`config.mk`:
```
export PLATFORM = sky130hd
export DESIGN_NAME = math_multiplier_wallace_seq_ctrl
export DESIGN_NICKNAME = d
export VERILOG_FILES = /design/src/rtl/math_mul_seq_pkg.sv /design/src/rtl/math_multiplier_wallace_tree_csa_008.sv /design/src/rtl/math_multiplier_wallace_seq_ctrl.sv
export SDC_FILE = /design/constraint.sdc
export NUM_CORES = 1
export LEC_CHECK = 0
export CORE_MARGIN = 2
export CORE_UTILIZATION = 30
export DETAILED_ROUTE_END_ITERATION = 6
export PLACE_DENSITY = 0.5
export SLEW_MARGIN = 10
export SYNTH_ARGS = -nofsm -noshare
export SYNTH_HDL_FRONTEND = slang
export SYNTH_SLANG_ARGS = --single-unit
```
`constraint.sdc`:
```
create_clock -name i_clk -period 9.5 [get_ports i_clk]
set_clock_uncertainty 0.2 [all_clocks]
set_input_delay 1.9 -clock i_clk [delete_from_list [all_inputs] [get_ports i_clk]]
set_output_delay 1.9 -clock i_clk [all_outputs]
set_load 0.02 [all_outputs]
```
`src/rtl/math_mul_seq_pkg.sv`:
```
// ============================================================================
// Module  : math_mul_seq_pkg
// Brief   : Shared types and helpers for the sequential digit-serial multiplier.
// Rev     : 1.0  initial release
// ============================================================================
`default_nettype none

package math_mul_seq_pkg;

   localparam int unsigned DIGIT_W = 8;

   typedef enum logic [1:0] {
      IDLE = 2'd0,
      MUL  = 2'd1,
      DONE = 2'd2
   } mul_state_t;

   // Bit offset of digit position idx (or of a digit-pair weight i+j).
   function automatic int unsigned digit_shift(input int unsigned idx);
      return idx * DIGIT_W;
   endfunction

endpackage

`default_nettype wire

```
`src/rtl/math_multiplier_wallace_tree_csa_008.sv`:
```
// ============================================================================
// Module  : math_multiplier_wallace_tree_csa_008
// Brief   : 8x8 unsigned combinational multiplier, carry-save (Wallace) reduction.
// Rev     : 1.0  initial release
// ============================================================================
`default_nettype none

module math_multiplier_wallace_tree_csa_008
   import math_mul_seq_pkg::*;
(
   input  logic [DIGIT_W-1:0]   i_multiplier,
   input  logic [DIGIT_W-1:0]   i_multiplicand,
   output logic [2*DIGIT_W-1:0] ow_product
);

   localparam int unsigned PW = 2 * DIGIT_W;

   function automatic logic [PW-1:0] csa_sum(input logic [PW-1:0] x,
                                             input logic [PW-1:0] y,
                                             input logic [PW-1:0] z);
      return x ^ y ^ z;
   endfunction

   // The product fits in PW bits, so dropping the carry out of the top is safe.
   function automatic logic [PW-1:0] csa_carry(input logic [PW-1:0] x,
                                               input logic [PW-1:0] y,
                                               input logic [PW-1:0] z);
      return ((x & y) | (x & z) | (y & z)) << 1;
   endfunction

   logic [PW-1:0] w_pp [DIGIT_W];

   for (genvar g = 0; g < DIGIT_W; g++) begin : g_pp
      assign w_pp[g] = i_multiplicand[g] ? ({{DIGIT_W{1'b0}}, i_multiplier} << g) : '0;
   end

   // 8 rows -> 6 -> 4 -> 3 -> 2 -> final carry-propagate add
   logic [PW-1:0] w_l1_s0, w_l1_c0, w_l1_s1, w_l1_c1;
   logic [PW-1:0] w_l2_s0, w_l2_c0, w_l2_s1, w_l2_c1;
   logic [PW-1:0] w_l3_s0, w_l3_c0;
   logic [PW-1:0] w_l4_s0, w_l4_c0;

   assign w_l1_s0 = csa_sum  (w_pp[0], w_pp[1], w_pp[2]);
   assign w_l1_c0 = csa_carry(w_pp[0], w_pp[1], w_pp[2]);
   assign w_l1_s1 = csa_sum  (w_pp[3], w_pp[4], w_pp[5]);
   assign w_l1_c1 = csa_carry(w_pp[3], w_pp[4], w_pp[5]);

   assign w_l2_s0 = csa_sum  (w_l1_s0, w_l1_c0, w_l1_s1);
   assign w_l2_c0 = csa_carry(w_l1_s0, w_l1_c0, w_l1_s1);
   assign w_l2_s1 = csa_sum  (w_l1_c1, w_pp[6], w_pp[7]);
   assign w_l2_c1 = csa_carry(w_l1_c1, w_pp[6], w_pp[7]);

   assign w_l3_s0 = csa_sum  (w_l2_s0, w_l2_c0, w_l2_s1);
   assign w_l3_c0 = csa_carry(w_l2_s0, w_l2_c0, w_l2_s1);

   assign w_l4_s0 = csa_sum  (w_l3_s0, w_l3_c0, w_l2_c1);
   assign w_l4_c0 = csa_carry(w_l3_s0, w_l3_c0, w_l2_c1);

   assign ow_product = w_l4_s0 + w_l4_c0;

endmodule

`default_nettype wire

```
`src/rtl/math_multiplier_wallace_seq_ctrl.sv`:
```
// ============================================================================
// Module  : math_multiplier_wallace_seq_ctrl
// Brief   : WIDTH x WIDTH unsigned multiplier time-sharing one 8x8 core, K*K cycles.
// Rev     : 1.0  initial release
// ============================================================================
`default_nettype none

module math_multiplier_wallace_seq_ctrl
   import math_mul_seq_pkg::*;
#(
   parameter int unsigned WIDTH = 16
) (
   input  logic               i_clk,
   input  logic               i_rst_n,
   input  logic               i_clear,
   input  logic               i_valid,
   output logic               o_ready,
   input  logic [WIDTH-1:0]   i_multiplier,
   input  logic [WIDTH-1:0]   i_multiplicand,
   output logic               o_valid,
   input  logic               i_ready,
   output logic [2*WIDTH-1:0] o_product,
   output logic               o_busy
);

   localparam int unsigned K     = WIDTH / DIGIT_W;
   localparam int unsigned CNT_W = (K > 1) ? $clog2(K) : 1;
   localparam logic [CNT_W-1:0] C_LAST_IDX = CNT_W'(K - 1);

   if ((WIDTH % DIGIT_W) != 0 || WIDTH < 16) begin : g_width_check
      $error("WIDTH must be a multiple of 8 and at least 16");
   end

   mul_state_t           state_q, state_d;
   logic [WIDTH-1:0]     a_q, a_d;
   logic [WIDTH-1:0]     b_q, b_d;
   logic [2*WIDTH-1:0]   acc_q, acc_d;
   logic [CNT_W-1:0]     i_q, i_d;
   logic [CNT_W-1:0]     j_q, j_d;

   logic [DIGIT_W-1:0]   w_a_dig [K];
   logic [DIGIT_W-1:0]   w_b_dig [K];
   logic [2*DIGIT_W-1:0] w_core_prod;
   logic [2*WIDTH-1:0]   w_pp_ext;
   logic [2*WIDTH-1:0]   w_pp_shift;
   logic                 w_accept;

   for (genvar g = 0; g < K; g++) begin : g_digit
      assign w_a_dig[g] = a_q[g*DIGIT_W +: DIGIT_W];
      assign w_b_dig[g] = b_q[g*DIGIT_W +: DIGIT_W];
   end

   math_multiplier_wallace_tree_csa_008 u_core (
      .i_multiplier   (w_a_dig[i_q]),
      .i_multiplicand (w_b_dig[j_q]),
      .ow_product     (w_core_prod)
   );

   assign w_pp_ext   = {{(2*WIDTH-2*DIGIT_W){1'b0}}, w_core_prod};
   assign w_pp_shift = w_pp_ext << digit_shift(32'(i_q) + 32'(j_q));

   assign o_ready   = (state_q == IDLE) || ((state_q == DONE) && i_ready);
   assign w_accept  = i_valid && o_ready;
   assign o_valid   = (state_q == DONE);
   assign o_busy    = (state_q == MUL);
   assign o_product = acc_q;

   always_comb begin
      state_d = state_q;
      a_d     = a_q;
      b_d     = b_q;
      acc_d   = acc_q;
      i_d     = i_q;
      j_d     = j_q;

      unique case (state_q)
         IDLE, DONE: begin
            if (w_accept) begin
               a_d     = i_multiplier;
               b_d     = i_multiplicand;
               acc_d   = '0;
               i_d     = '0;
               j_d     = '0;
               state_d = MUL;
            end else if (state_q == DONE && i_ready) begin
               state_d = IDLE;
            end
         end
         MUL: begin
            acc_d = acc_q + w_pp_shift;
            if (j_q == C_LAST_IDX) begin
               j_d = '0;
               if (i_q == C_LAST_IDX) begin
                  i_d     = '0;
                  state_d = DONE;
               end else begin
                  i_d = i_q + 1'b1;
               end
            end else begin
               j_d = j_q + 1'b1;
            end
         end
         default: state_d = IDLE;
      endcase

      // Abort outranks any handshake, including a same-edge accept.
      if (i_clear) begin
         state_d = IDLE;
         acc_d   = '0;
         i_d     = '0;
         j_d     = '0;
      end
   end

   always_ff @(posedge i_clk or negedge i_rst_n) begin
      if (!i_rst_n) begin
         state_q <= IDLE;
         a_q     <= '0;
         b_q     <= '0;
         acc_q   <= '0;
         i_q     <= '0;
         j_q     <= '0;
      end else begin
         state_q <= state_d;
         a_q     <= a_d;
         b_q     <= b_d;
         acc_q   <= acc_d;
         i_q     <= i_d;
         j_q     <= j_d;
      end
   end

endmodule

`default_nettype wire

```
# After elaboration in Yosys (flattened, before gate mapping)
# Index checks and enable logic that the tools add are counted.
# W data, S select, Z words.
dict set report word_totals {
  register_bits 68
  inputBits 37
  output_inout_bits 35
  elab_cells 105
}
dict set report op_classes {
  addsub 5
  magnitude_cmp 2
  n_eq_ne 6
  n_shift 1
  muxes 31
  bitwise_logic 44
  reduce_logical 10
}
# op count
set ops {}
lappend ops {{$and A15 B15 Y15} 18}
lappend ops {{$or A15 B15 Y15} 12}
lappend ops {{$xor A16 B16 Y16} 8}
lappend ops {{$mux W32} 2}
lappend ops {{$pmux W32 S2} 1}
lappend ops {{$mux W8} 7}
lappend ops {{$add A32 B32 Y32} 1}
lappend ops {{$shl A16 B5 Y32} 1}
lappend ops {{$add A16 B16 Y16} 1}
lappend ops {{$xor A16 B10 Y16} 1}
lappend ops {{$xor A16 B13 Y16} 1}
lappend ops {{$xor A16 B14 Y16} 1}
lappend ops {{$xor A16 B15 Y16} 1}
lappend ops {{$mux W15} 1}
lappend ops {{$mux W14} 1}
lappend ops {{$mux W13} 1}
lappend ops {{$mux W12} 1}
lappend ops {{$mux W11} 1}
lappend ops {{$mux W10} 1}
lappend ops {{$mux W2} 5}
lappend ops {{$mux W9} 1}
lappend ops {{$mux W1} 6}
lappend ops {{$ne A3 B2 Y1 const B} 2}
lappend ops {{$reduce_and A3 Y1} 2}
lappend ops {{other kinds (16)} 22}

# Longest topological paths before layout
# Gate-level depths: netlist (run 1).
dict set report logic_depth {
  depth_word 22
  ltp_mapped 32
  ltp_nobuf 30
}

# By module
# From an unflattened synthesis (run 1), not the netlist that was laid out.
dict set report hier_totals {
  cells_unflattened 666
  area_unflattened_um2 6427.4
}
# mod instances cells_each area_per_inst_um2 seq_area_each_um2
set modules_own_cells {}
lappend modules_own_cells {math_multiplier_wallace_seq_ctrl 1 464 4585.6 1701.6}
lappend modules_own_cells {math_multiplier_wallace_tree_csa_008 1 202 1841.8 0.0}

# Worst setup path before layout (run 1)
# OpenSTA, ideal clock, no wires.
dict set report synth_path {
  kind {register -> register}
  startpoint {register j_q}
  endpoint {register acc_q[30] (netlist: o_product[30])}
  setup_time_ps 121
  arrival_ps 6975
  required_time_ps 9179
  setup_slack_ps 2204
  stages_incl_launch_ff 31
  synth_period_minus_slack_ps 7296
  path_cell_list {dfrtp_1 clkbuf_1 buf_1 mux2i_1 nor2_1 fa_1 inv_1 fa_1 fa_1 fa_1 inv_1 ha_1 nor2b_1 o31a_1 o21ai_0 a21oi_1 o21a_1 nor2_1 xor2_1 mux2_2 nor2_1 ha_1 a21o_1 a21oi_1 nor2_1 o31a_1 a221oi_2 o21ai_1 a31oi_1 xnor2_1 a22o_1}
}
dict set report synth_via {
  elab_chain_len 22
  elab_cells_between_ends 60
  cone_classes {add/sub (3); shift (1); mux (13); bitwise (43)}
}
# item line_no
set synth_rtl {}
lappend synth_rtl {{start, declared} math_multiplier_wallace_seq_ctrl.sv:39} ;# logic [CNT_W-1:0] j_q, j_d;
lappend synth_rtl {{start signal, assigned} math_multiplier_wallace_seq_ctrl.sv:129} ;# j_q <= j_d;
lappend synth_rtl {{$not A1 Y2 (implied by the code)} math_multiplier_wallace_seq_ctrl.sv:55} ;# .i_multiplicand (w_b_dig[j_q]),
lappend synth_rtl {{$mux W8 (implied by the code) (3 in a row)} math_multiplier_wallace_seq_ctrl.sv:55}
lappend synth_rtl {{$mux W8 (tied with other cells)} math_multiplier_wallace_tree_csa_008.sv:34} ;# assign w_pp[g] = i_multiplicand[g] ? ({{DIGIT_W{1'b0}}, i_multiplier} << g) : '0;
lappend synth_rtl {{$and A15 B15 Y15} math_multiplier_wallace_tree_csa_008.sv:28} ;# return ((x & y) | (x & z) | (y & z)) << 1;
lappend synth_rtl {{$or A15 B15 Y15 (2 in a row)} math_multiplier_wallace_tree_csa_008.sv:28}
lappend synth_rtl {{$and A15 B15 Y15} math_multiplier_wallace_tree_csa_008.sv:28}
lappend synth_rtl {{$or A15 B15 Y15 (2 in a row)} math_multiplier_wallace_tree_csa_008.sv:28}
lappend synth_rtl {{$and A15 B15 Y15} math_multiplier_wallace_tree_csa_008.sv:28}
lappend synth_rtl {{$or A15 B15 Y15 (2 in a row)} math_multiplier_wallace_tree_csa_008.sv:28}
lappend synth_rtl {{$and A15 B15 Y15} math_multiplier_wallace_tree_csa_008.sv:28}
lappend synth_rtl {{$or A15 B15 Y15 (2 in a row)} math_multiplier_wallace_tree_csa_008.sv:28}
lappend synth_rtl {{$add A16 B16 Y16} math_multiplier_wallace_tree_csa_008.sv:59} ;# assign ow_product = w_l4_s0 + w_l4_c0;
lappend synth_rtl {{$shl A16 B5 Y32 (*)} math_multiplier_wallace_seq_ctrl.sv:60} ;# assign w_pp_shift = w_pp_ext << digit_shift(32'(i_q) + 32'(j_q));
lappend synth_rtl {{$add A32 B32 Y32 (*)} math_multiplier_wallace_seq_ctrl.sv:90} ;# acc_d = acc_q + w_pp_shift;
lappend synth_rtl {{$pmux W32 S2 (*)} math_multiplier_wallace_seq_ctrl.sv:76} ;# unique case (state_q)
lappend synth_rtl {{$mux W32 (*)} math_multiplier_wallace_seq_ctrl.sv:107} ;# if (i_clear) begin
lappend synth_rtl {{end signal, assigned} math_multiplier_wallace_seq_ctrl.sv:120} ;# acc_q <= '0;
lappend synth_rtl {{end signal, assigned} math_multiplier_wallace_seq_ctrl.sv:127} ;# acc_q <= acc_d;
lappend synth_rtl {{end, declared} math_multiplier_wallace_seq_ctrl.sv:37} ;# logic [2*WIDTH-1:0] acc_q, acc_d;
# Every way passes the cells marked *; elsewhere a longest branch is shown, timed or not. The select of a mux whose other input is x is not followed.
# A chain may end at the register's enable or synchronous reset.

# Final worst setup path (run 1)
dict set report layout_path {
  startpoint {register j_q}
  endpoint {register acc_q[31] (netlist: o_product[31])}
}
# Same word-level chain as after synthesis.

==> impl_metrics.yaml, run 1 <==
synthesis:
  netlist_instances: 657
  syn_area_um2: 6290
  synth-seq-cells: 68
  synth_top_area_cell: "dfrtp_1"
  synth_seq_area_share: 0.270
  synth_cell_types: 45
  synth.area.top_cells: "dfrtp_1, fa_1, ha_1"
  yosysMostFrequentCell: "nor2_1"
  syn-num-nets: 791
  synth.top_cell.area_share: 0.270
  syn_avg_cell_area_um2: 9.58
  synth_flop_cell: "dfrtp_1"
  ys_async_sr_fraction: 1.00
  ys_warn_count: 0
  synth-edff-count: 0
  synth_top_cells_by_count: "nor2_1, dfrtp_1, ha_1"
critical_path:
  r2r_end: "o_product[31]"
  max_stage_delay_ns: 0.84
  reg2regPathDepth: 27
  crit_top_cell: "fa_1"
  r2r-start: "j_q"
  crit_slowest_cell: "dfrtp_1"
  rrSetupSlack_ns: 1.25
  required_ns: 9.56
  arrival_ns: 8.31
  crit_buf_inv: 2
  critPathTopFamily: "adder cells"
  crit_fanout: 17
  worstSetupStartpointType: "flop"
  worstSetupPathType: "flop to flop"
  cp-end-kind: "flop"
clocking:
  tritoncts: "built"
  clk_pin_slew_worst_paths_ns: 0.06
  htreeDepth: 3
  cts_resized: 0
  postCtsHoldBufs: 0
  clkSinkCount: 68
  clk_path_buf_depth: 2
  root_buffer: "clkbuf_16"
  insertion_delay_ns: 0.34
  numCtsBuffers: 9
  post-cts-setup-buffers: 0
layout:
  drive_above_1_share: 0.0934
  fillers: 2085
  multi_input_area_um2: 4340
  ff_latch_area_um2: 1700
  num_antenna_cells: 0
  nNetsFinal: 857
  area_delta_synth_final_pct: 20.6
routing:
  post_drt_wl_per_cell_um: 16.0
  routed_wl_mm: 15.9
  drc: 0
  drt_iter0_markers: 209
  vias: 4964
  ant_nets: 0
  viasPerCell: 4.97
  firstDrtPassIters: 4
global_routing:
  antenna_found_initial: 0
  grt_usage: 0.150
  overflow: 0
  grt_pass1_vias: 5303
  grt_max_degree: 69
  grt_pass1_wl_mm: 26.5
timing:
  worst_pin_slew_ns: 0.872
  period_minus_slack_ns: 8.25
  slew_viol_final: 0
  finalSetupTns_ns: 0
  slew_headroom: 0.402
  finalSetupViolCount: 0
  finalCritPeriodShare: 0.869
  fmax_ghz: 0.121
  rsz0062_at_grt: "no"
  hold_viol: 0
floorplan:
  ios: 72
  start_util: 0.308
  die_w_um: 149
  core_um2: 20400
  row_count: 52
  die_h_um: 149
  dieArea_um2: 22200
run:
  drv_cap: 0
min_path:
  min_path_type: "flop to flop"
  hold_path_end: "a_q[6]"
  hold_path_depth: 1
  hold_path_startpoint: "a_q[6]"
run_status:
  status: "finished clean"
placement:
  gp_congestion: 0.852
  hpwl_mm: 12.8
  portBuffers: 71
-- kinds of logic after synthesis --
kind of cell | Yosys count | share of synthesized area
xor+xnor | 36 | 0.0501
flops | 68 | 0.270
buf+inv | 70 | 0.0417
fa+ha+maj | 97 | 0.241
mux | 58 | 0.0998
compound gates | 159 | 0.176
simple gates | 169 | 0.121
-- layer usage --
layer	up-vias	share of wire	wire, um	track usage
met5	-	0	0	0
met4	0	0.021	333	0.0467
met3	28	0.038	606	0.0318
met2	112	0.47	7510	0.250
met1	2385	0.47	7490	0.195
li1	2439	-	-	-
-- worst max-delay path by stage --
stage,startpoint,end,depth (start not counted)
2_1_floorplan,j_q,o_product[30],30
3_3_place_gp,j_q,o_product[31],27
3_5_place_dp,j_q,o_product[31],27
4_1_cts,j_q,o_product[31],27
5_1_grt,j_q,o_product[31],27
6_report,j_q,o_product[31],27
-- cell type report --
| type | count | share of cell area |
|---|---|---|
| clock inverters | 6 | 0.00626 |
| multi-input cells | 519 | 0.571 |
| inverters | 49 | 0.0242 |
| flip-flops and latches | 68 | 0.224 |
| repair buffers | 76 | 0.0979 |
| well taps | 270 | 0.0445 |
| clock buffers | 10 | 0.0315 |
-- metrics by stage --
stage	hold WS, ns	cells	instance area (um2)	utilization	setup WS (ns)
after floorplan	0.280	657	6290	-	2.20
after global placement	0.291	982	7300	0.357	1.34
after detailed placement	0.298	982	7300	0.357	1.25
after CTS	0.311	998	7590	0.372	1.20
after global routing	0.320	998	7590	0.372	0.644
final	0.305	998	7590	0.372	1.25
-- flip-flops by register name (all words and copies together), names as in the netlist --
signal,flops
state_q,2
a_q,16
b_q,16
i_q,1
j_q,1
o_product,32
-- layout by cell type (no fill, tap or decap), types with 26 or more instances in the layout --
| master | synthesis | layout |
|---|---|---|
| a21oi_1 | 37 | 37 |
| ha_1 | 57 | 57 |
| xnor2_1 | 26 | 26 |
| dfrtp_1 | 68 | 68 |
| nand2_1 | 40 | 40 |
| fa_1 | 40 | 40 |
| mux2_2 | 38 | 38 |
| clkdlybuf4s50_1 | 0 | 70 |
| o21ai_0 | 28 | 28 |
| a22o_1 | 32 | 32 |
| nor2_1 | 70 | 70 |
| inv_1 | 49 | 49 |
Power of run 1 is not shown: default switching activity piles up to over one toggle a cycle in this logic, so the estimate is an artifact.
==> run 2: changes to the inputs <==
Settings changed: CELL_PAD_IN_SITES_DETAIL_PLACEMENT set to 1, CELL_PAD_IN_SITES_GLOBAL_PLACEMENT set to 1, PLACE_DENSITY 0.5 to 0.61.
==> impl_metrics.yaml, run 2 (synthesis results as in run 1) <==
min_path:
  hold_path_depth: 1
  min_path_type: "flop to flop"
timing:
  finalSetupViolCount: 0
  period_minus_slack_ns: 8.35
  fin_hold_ws_ns: 0.305
  rsz0062_at_grt: "no"
  fmax_ghz: 0.120
  slew_viol_final: 0
  finalCritPeriodShare: 0.879
  hold_viol: 0
  finalSetupTns_ns: 0
  slew_headroom: 0.387
  worst_pin_slew_ns: 0.894
critical_path:
  cp-end-kind: "flop"
  reg2regPathDepth: 28
  crit_top_cell: "fa_1"
  worstSetupPathType: "flop to flop"
  max_stage_delay_ns: 0.85
  arrival_ns: 8.42
  required_ns: 9.56
  crit_fanout: 17
  crit_slowest_cell: "dfrtp_1"
  worstSetupStartpointType: "flop"
clocking:
  tritoncts: "built"
  postCtsHoldBufs: 0
  root_buffer: "clkbuf_16"
  clk_pin_slew_worst_paths_ns: 0.06
  clk_path_buf_depth: 2
  htreeDepth: 3
  insertion_delay_ns: 0.34
  numCtsBuffers: 9
  cts_resized: 0
  clkSinkCount: 68
  post-cts-setup-buffers: 0
layout:
  drive_above_1_share: 0.0945
  multi_input_area_um2: 4340
  largest_register_ffs: 32
  layout_common_cells: "nor2_1, clkdlybuf4s50_1, dfrtp_1"
  ff_latch_area_um2: 1700
  nNetsFinal: 860
  area_delta_synth_final_pct: 21.4
  num_antenna_cells: 0
  fillers: 2340
global_routing:
  overflow: 0
  antenna_found_initial: 0
  grt_pass1_vias: 5739
  grt_usage: 0.170
  grt_max_degree: 69
  grt_pass1_wl_mm: 29.7
floorplan:
  row_count: 52
  dieArea_um2: 22200
  core_um2: 20400
  start_util: 0.308
  die_h_um: 149
  die_w_um: 149
  ios: 72
routing:
  viasPerCell: 5.16
  firstDrtPassIters: 4
  ant_nets: 0
  vias: 5163
  routed_wl_mm: 18.1
  drt_iter0_markers: 203
  drc: 0
  post_drt_wl_per_cell_um: 18.1
placement:
  portBuffers: 71
  hpwl_mm: 14.7
  gp_congestion: 0.841
run:
  drv_cap: 0
run_status:
  status: "finished clean"
[run 2: cell type report]
type,instances,area share
clock buffer,11,0.0318
clock inverter,4,0.00966
inverter,49,0.0241
multi-input combinational,519,0.567
sequential,68,0.223
tap,270,0.0442
timing repair buffer,79,0.100
[run 2: path summary, 6_finish.rpt]
kind / slack, ns / endpoint / from
max: 1.15 / o_product[31] / j_q
min: 0.31 / a_q[3] / a_q[3]
max reg2reg: 1.15 / o_product[31] / j_q
min reg2reg: 0.31 / a_q[3] / a_q[3]
max in group asynchronous: 6.93 / b_q[11] / i_rst_n
min in group asynchronous: 1.55 / o_product[29] / i_rst_n
[run 2: worst max-delay path: cells and delay by family (launching register included)]
family,cells,cell delay [ns]
simple gates,8,0.91
xor+xnor,2,0.49
flops,1,0.85
mux,2,1.01
compound gates,8,1.85
buf+inv,2,0.09
fa+ha+maj,6,2.86
[run 2: layer usage]
layer | track usage | share of wire
met1 | 0.204 | 0.44
met2 | 0.310 | 0.51
met3 | 0.0309 | 0.032
met4 | 0.0481 | 0.017
met5 | 0 | 0
[run 2: metrics by stage]
| stage | utilization | worst slack (ns) | area (um2) | cells |
|---|---|---|---|---|
| after floorplan | - | 2.20 | 6290 | 657 |
| after global placement | 0.359 | 1.35 | 7330 | 985 |
| after detailed placement | 0.359 | 1.09 | 7330 | 985 |
| after CTS | 0.374 | 1.09 | 7640 | 1000 |
| after global routing | 0.374 | 0.494 | 7640 | 1000 |
| final | 0.374 | 1.15 | 7640 | 1000 |
Power of run 2 is left out for the same reason.
==> variant 1, RTL diff (settings of run 1) <==
Set the parameter `WIDTH` to 64 (it was 16).
--- a/src/rtl/math_multiplier_wallace_seq_ctrl.sv
+++ b/src/rtl/math_multiplier_wallace_seq_ctrl.sv
@@ -10,3 +10,3 @@
 #(
-   parameter int unsigned WIDTH = 16
+   parameter int unsigned WIDTH = 64
 ) (
Ports: changed (resized i_multiplicand, i_multiplier and o_product); port bits go from 72 to 264. The function was not compared with the original's and may differ.
==> variant 1 against run 1 <==
- worst setup slack worse by 0.87 ns
- sequential cell count up 196
- design area rose to 3.6 times the old value
- routed wire length rose to 5.2 times the old value
- synthesized area rose to 3.4 times the old value
- critical path depth up 6
- synthesized cell count rose to 3.7 times the old value
- hold slack worse by 0.0045 ns
- highest routed layer is now met5
==> variant 1: results (changes against run 1) <==
| Metric | Value |
|---|---|
| Status | finished clean |
| Placed Cells | 3706 (+280%) |
| Tightest Pin Transition | 1.035 ns (+0.1634 ns) |
| Commonest cells in the netlist | nand2_1, dfrtp_1, nor2_1 |
| Final #Nets | 3133 (+270%) |
| Met1 usage | 29.33% (+9.8 points) |
| Sequential share of the synthesized area | 30.72% (+3.7 points) |
| Top post-synthesis cells by area | dfrtp_1, ha_1, mux2_2, o21ai_0, nand2_1 |
| R2R Path End | o_product[127] |
| Worst skew pair latency | 0.58 ns (+0.24 ns) |
| Cell variety after synth | 81 (+80%) |
| R2R setup slack | 0.38 ns (-0.87 ns) |
| Share of cells above drive strength 1 | 17.29% (+7.9 points) |
| Clock Tree Buf Depth | 3 (+1) |
| GPL Wtd Cong | 0.9704 (+14%) |
| Fin Hold WS | 0.3003 ns (-0.004524 ns) |
| Initial DRC Count | 1488 (+610%) |
| Max FFs per register | 128 (+300%) |
| Pin count of the biggest net entering global routing | 135 (+96%) |
| Met2 usage | 36.87% (+12 points) |
| End of the worst hold path | b_q[22] |
| Worst-path cell with the longest stage delay | fa_1 |
| Drt wl/cell | 22.16 microns (+39%) |
| Mapped Nets | 2777 (+250%) |
| Worst Path Max Fanout | 19 (+2) |
| Gr usage total | 22.02% (+7.0 points) |
| Via count | 20070 (+300%) |
variant 1: cell types whose count changed in the layout (fill, tap and decap cells not counted), moves of 50 or more:
cell / run 1 / this run
buf_4: 5 / 188
o21ai_0: 28 / 201
nor2_1: 70 / 245
a21o_1: 20 / 80
a21oi_1: 37 / 191
ha_1: 57 / 155
nand4_1: 1 / 65
mux2_2: 38 / 136
clkdlybuf4s50_1: 70 / 262
nand2_1: 40 / 274
dfrtp_1: 68 / 263
xor2_1: 10 / 60
variant 1: final cells by class:
class,count,area (sq um)
Clock inverter,16,210.2
Timing Repair Buffer,456,4149
Clock buffer,38,907.1
Sequential cell,264,6608
Fill cell,7166,43570
Inverter,86,322.8
Antenna cell,1,2.502
Tap cell,950,1189
Multi-Input combinational cell,1957,14280
variant 1: cells by family (layout without fill, tap and decap cells):
logic type / count (synthesis) / count (layout) / synth area share, %
adders and majority gates: 200 / 200 / 13.07
and+or+nand+nor: 747 / 747 / 15.54
buffers and inverters: 223 / 596 / 3.939
muxes: 187 / 187 / 11.36
DFF: 264 / 264 / 30.72
AOI/OAI and AO/OA: 695 / 695 / 20.16
other: 0 / 1 / 0
xor gates and xnor gates: 128 / 128 / 5.214
variant 1: routing by layer:
layer / wire (microns) / share of wire [%] / vias up
met3: 4574 / 5.5 / 117
met4: 2538 / 3.0 / 2
met5: 14 / 0.017 / -
met1: 36800 / 44 / 9821
li1: - / - / 9536
met2: 39550 / 47 / 594
variant 1: power by group through the flow:
stage	logic, mW	registers (mW)	clock network, mW
finish	3.99	1.31	1.33
global placement	3.87	1.33	0
floorplan	2.19	1.32	0
CTS	3.90	1.31	1.37
global route	4.32	1.32	1.42
detailed placement	3.87	1.33	0
variant 1: stage by stage:
| stage | TNS [ns] | setup WS (ns) |
|---|---|---|
| detailed placement | -1.892 | -0.2065 |
| floorplan | 0 | 0.2175 |
| global route | -0.06798 | -0.04971 |
| global placement | -0.8223 | -0.1760 |
| CTS | 0 | 0.02434 |
| finish | 0 | 0.3785 |
variant 1: timing repair:
| action | 4_1_cts | 5_1_grt |
|---|---|---|
| gates resized for setup | 3 | 49 |
| hold endpoints to repair | 0 | 0 |
| pin swaps | 0 | 5 |
| setup buffers | 0 | 7 |
| setup endpoints to repair | 20 | 59 |
variant 1: how the worst max path moves through the flow:
stage	to
global placement	o_product[126]
detailed placement	o_product[126]
CTS	o_product[127]
finish	o_product[127]
floorplan	o_product[127]
global route	o_product[127]
variant 1: worst max-delay path, delay by kind of cell (launching register included):
kind | cells | cell delay, ns
buffers and inverters | 6 | 0.78
muxes | 3 | 1.12
AOI/OAI and AO/OA | 10 | 2.01
adders and majority gates | 6 | 2.72
and+or+nand+nor | 7 | 1.40
xor gates and xnor gates | 1 | 0.41
DFF | 1 | 0.39
==> variant 2, RTL diff (settings of run 1) <==
Made on the original files. Take the reset off `b_q` and load it in a clocked block of its own.
--- a/src/rtl/math_multiplier_wallace_seq_ctrl.sv
+++ b/src/rtl/math_multiplier_wallace_seq_ctrl.sv
@@ -118,3 +118,2 @@
          a_q     <= '0;
-         b_q     <= '0;
          acc_q   <= '0;
@@ -125,3 +124,2 @@
          a_q     <= a_d;
-         b_q     <= b_d;
          acc_q   <= acc_d;
@@ -132,2 +130,6 @@
 
+   always_ff @(posedge i_clk) begin
+      b_q <= b_d;
+   end
+
 endmodule
Check against the original RTL: not settled (the Yosys comparison gave no result); the edit may change what the design does.
==> variant 2 against run 1 <==
- sequential share of layout area increased by 0.43 points
- non-clock buffer count is 1 higher
- design area rose by 2.7%
- routed wire length up 5.3%
- die area up 3.5%
- first-iteration DRC count is 35% higher
- sequential cell count unchanged
- worst setup slack got worse by 0.10 ns
- synthesized area increased by 3.6%
- critical path type unchanged
- largest cell class unchanged
- highest routed layer unchanged
==> variant 2: results (changes against run 1) <==
| Metric | Value |
|---|---|
| Status | finished clean |
| Slew headroom | 42.45% (+2.2 points) |
| Mux contribution to synthesized area | 7.218% (-2.8 points) |
| Most used DFF post-synth | dfrtp_1 |
| Worst VDD drop | 0.0002055 V |
| Vias per cell | 5.148 (+3.5%) |
| CTS resizes | 0 (unchanged) |
| Worst skew pair latency | 0.35 ns |
| Drt wl/cell | 16.38 microns (+2.6%) |
| Met1 usage | 22.33% (+2.8 points) |
| P_leak | 3.537 nW |
| Synth Area in Compound Gates | 18.76% (+1.2 points) |
| Cell variety after synth | 59 (+31%) |
| Worst-path cell with the longest stage delay | dfrtp_1 |
| Clock Tree Root | clkbuf_16 |
| Max cap viols | 0 (unchanged) |
| M3 GR Usage | 2.831% (-0.35 points) |
| R2R Path End | o_product[29] |
| Ys async rst share | 76.47% (-24 points) |
| Port bufs | 71 (unchanged) |
| Sequential share of the synthesized area | 27.34% (+0.30 points) |
| CP top delay family | adder cells |
| Mapped Nets | 820 (+3.7%) |
| Post-CTS setup buffers | 0 (unchanged) |
| Antenna violations before repair | 0 (unchanged) |
| Top post-synthesis cells by area | dfrtp_1, fa_1, ha_1, edfxtp_1, nor2_1 |
| Worst-path clk slew | 0.06 ns (about the same) |
| H-tree depth | 3 (unchanged) |
| Commonest cells in the netlist | nor2_1, ha_1, dfrtp_1, inv_1, nand2_1 |
| Critical path class | reg2reg |
| Gr usage total | 15.39% (+0.41 points) |
| GPL Wtd Cong | 0.8666 (+1.7%) |
| Wire length on met2 | 7743 microns (+3.1%) |
| Met1 Routed Length | 8024 microns (+7.2%) |
| HPWL Detailed | 13500 microns (+5.1%) |
| Worst r2r src | j_q |
| CTS buffer count | 9 (unchanged) |
| Max stage delay on crit path | 0.86 ns (+0.02 ns) |
| Share of cells above drive strength 1 | 9.200% (-0.14 points) |
| WL met3 | 807 microns (+33%) |
| Met2 usage | 23.21% (-1.8 points) |
| Yosys warns | 0 (unchanged) |
| Drt pass-1 iters | 5 (+1) |
| Initial DRC Count | 282 (+35%) |
| Layout filler cell count | 2125 (+1.9%) |
| Pin count of the biggest net entering global routing | 53 (-23%) |
| Worst Hold Class | reg2reg |
| WP data arrival | 8.39 ns (+0.08 ns) |
| Number of flops mapped to enable cells by yosys | 16 (+16) |
| XOR/XNOR Fraction of Synth Area | 4.300% (-0.71 points) |
| Clock Tree Buf Depth | 2 (unchanged) |
| Final #Nets | 879 (+2.6%) |
| First-pass GRT wire length | 27180 microns (+2.4%) |
| Adder-Cell Fraction of Synth Area | 23.23% (-0.83 points) |
| R2R setup slack | 1.14 ns (-0.10 ns) |
| Max FFs per register | 32 (unchanged) |
| Vias in the first global route | 5165 (-2.6%) |
-- variant 2: changes by cell type after synthesis, sizes merged, moves of 14 or more --
| cell | change |
|---|---|
| dfrtp | -16 |
| edfxtp | +16 |
| mux2 | -14 |
| nor2 | +14 |
-- variant 2: worst min-delay path by stage --
| stage | from | end | slack [ns] | depth (start not counted) |
|---|---|---|---|---|
| 2_1_floorplan | a_q[0] | a_q[0] | 0.28 | 1 |
| 3_3_place_gp | a_q[8] | a_q[8] | 0.30 | 1 |
| 3_5_place_dp | a_q[8] | a_q[8] | 0.30 | 1 |
| 4_1_cts | a_q[8] | a_q[8] | 0.31 | 1 |
| 5_1_grt | a_q[1] | a_q[1] | 0.32 | 1 |
| 6_report | a_q[8] | a_q[8] | 0.31 | 1 |
-- variant 2: final cells by class --
| cell class | count | area share, % |
|---|---|---|
| clock buffers | 9 | 2.889 |
| clock inverters | 7 | 1.075 |
| inverters | 52 | 2.504 |
| multi-input cells | 537 | 56.64 |
| flip-flops and latches | 68 | 22.85 |
| well taps | 275 | 4.413 |
| repair buffers | 77 | 9.629 |
-- variant 2: power by group --
part | internal, mW | switching, mW | leakage (nW)
logic | 0.820 | 1.22 | 2.55
registers | 0.337 | 0.0320 | 0.836
clock network | 0.208 | 0.146 | 0.149
-- variant 2: stage by stage --
stage	setup slack (ns)	instances	instance area, sq um	hold WS [ns]	power (mW)
4_1_cts	1.108	1025	7796	0.3147	2.779
3_5_place_dp	1.140	1009	7487	0.3006	2.416
2_1_floorplan	1.905	686	6518	0.2801	1.947
3_3_place_gp	1.435	1009	7487	0.2959	2.399
6_report	1.144	1025	7796	0.3094	2.763
5_1_grt	0.6148	1025	7796	0.3231	3.031
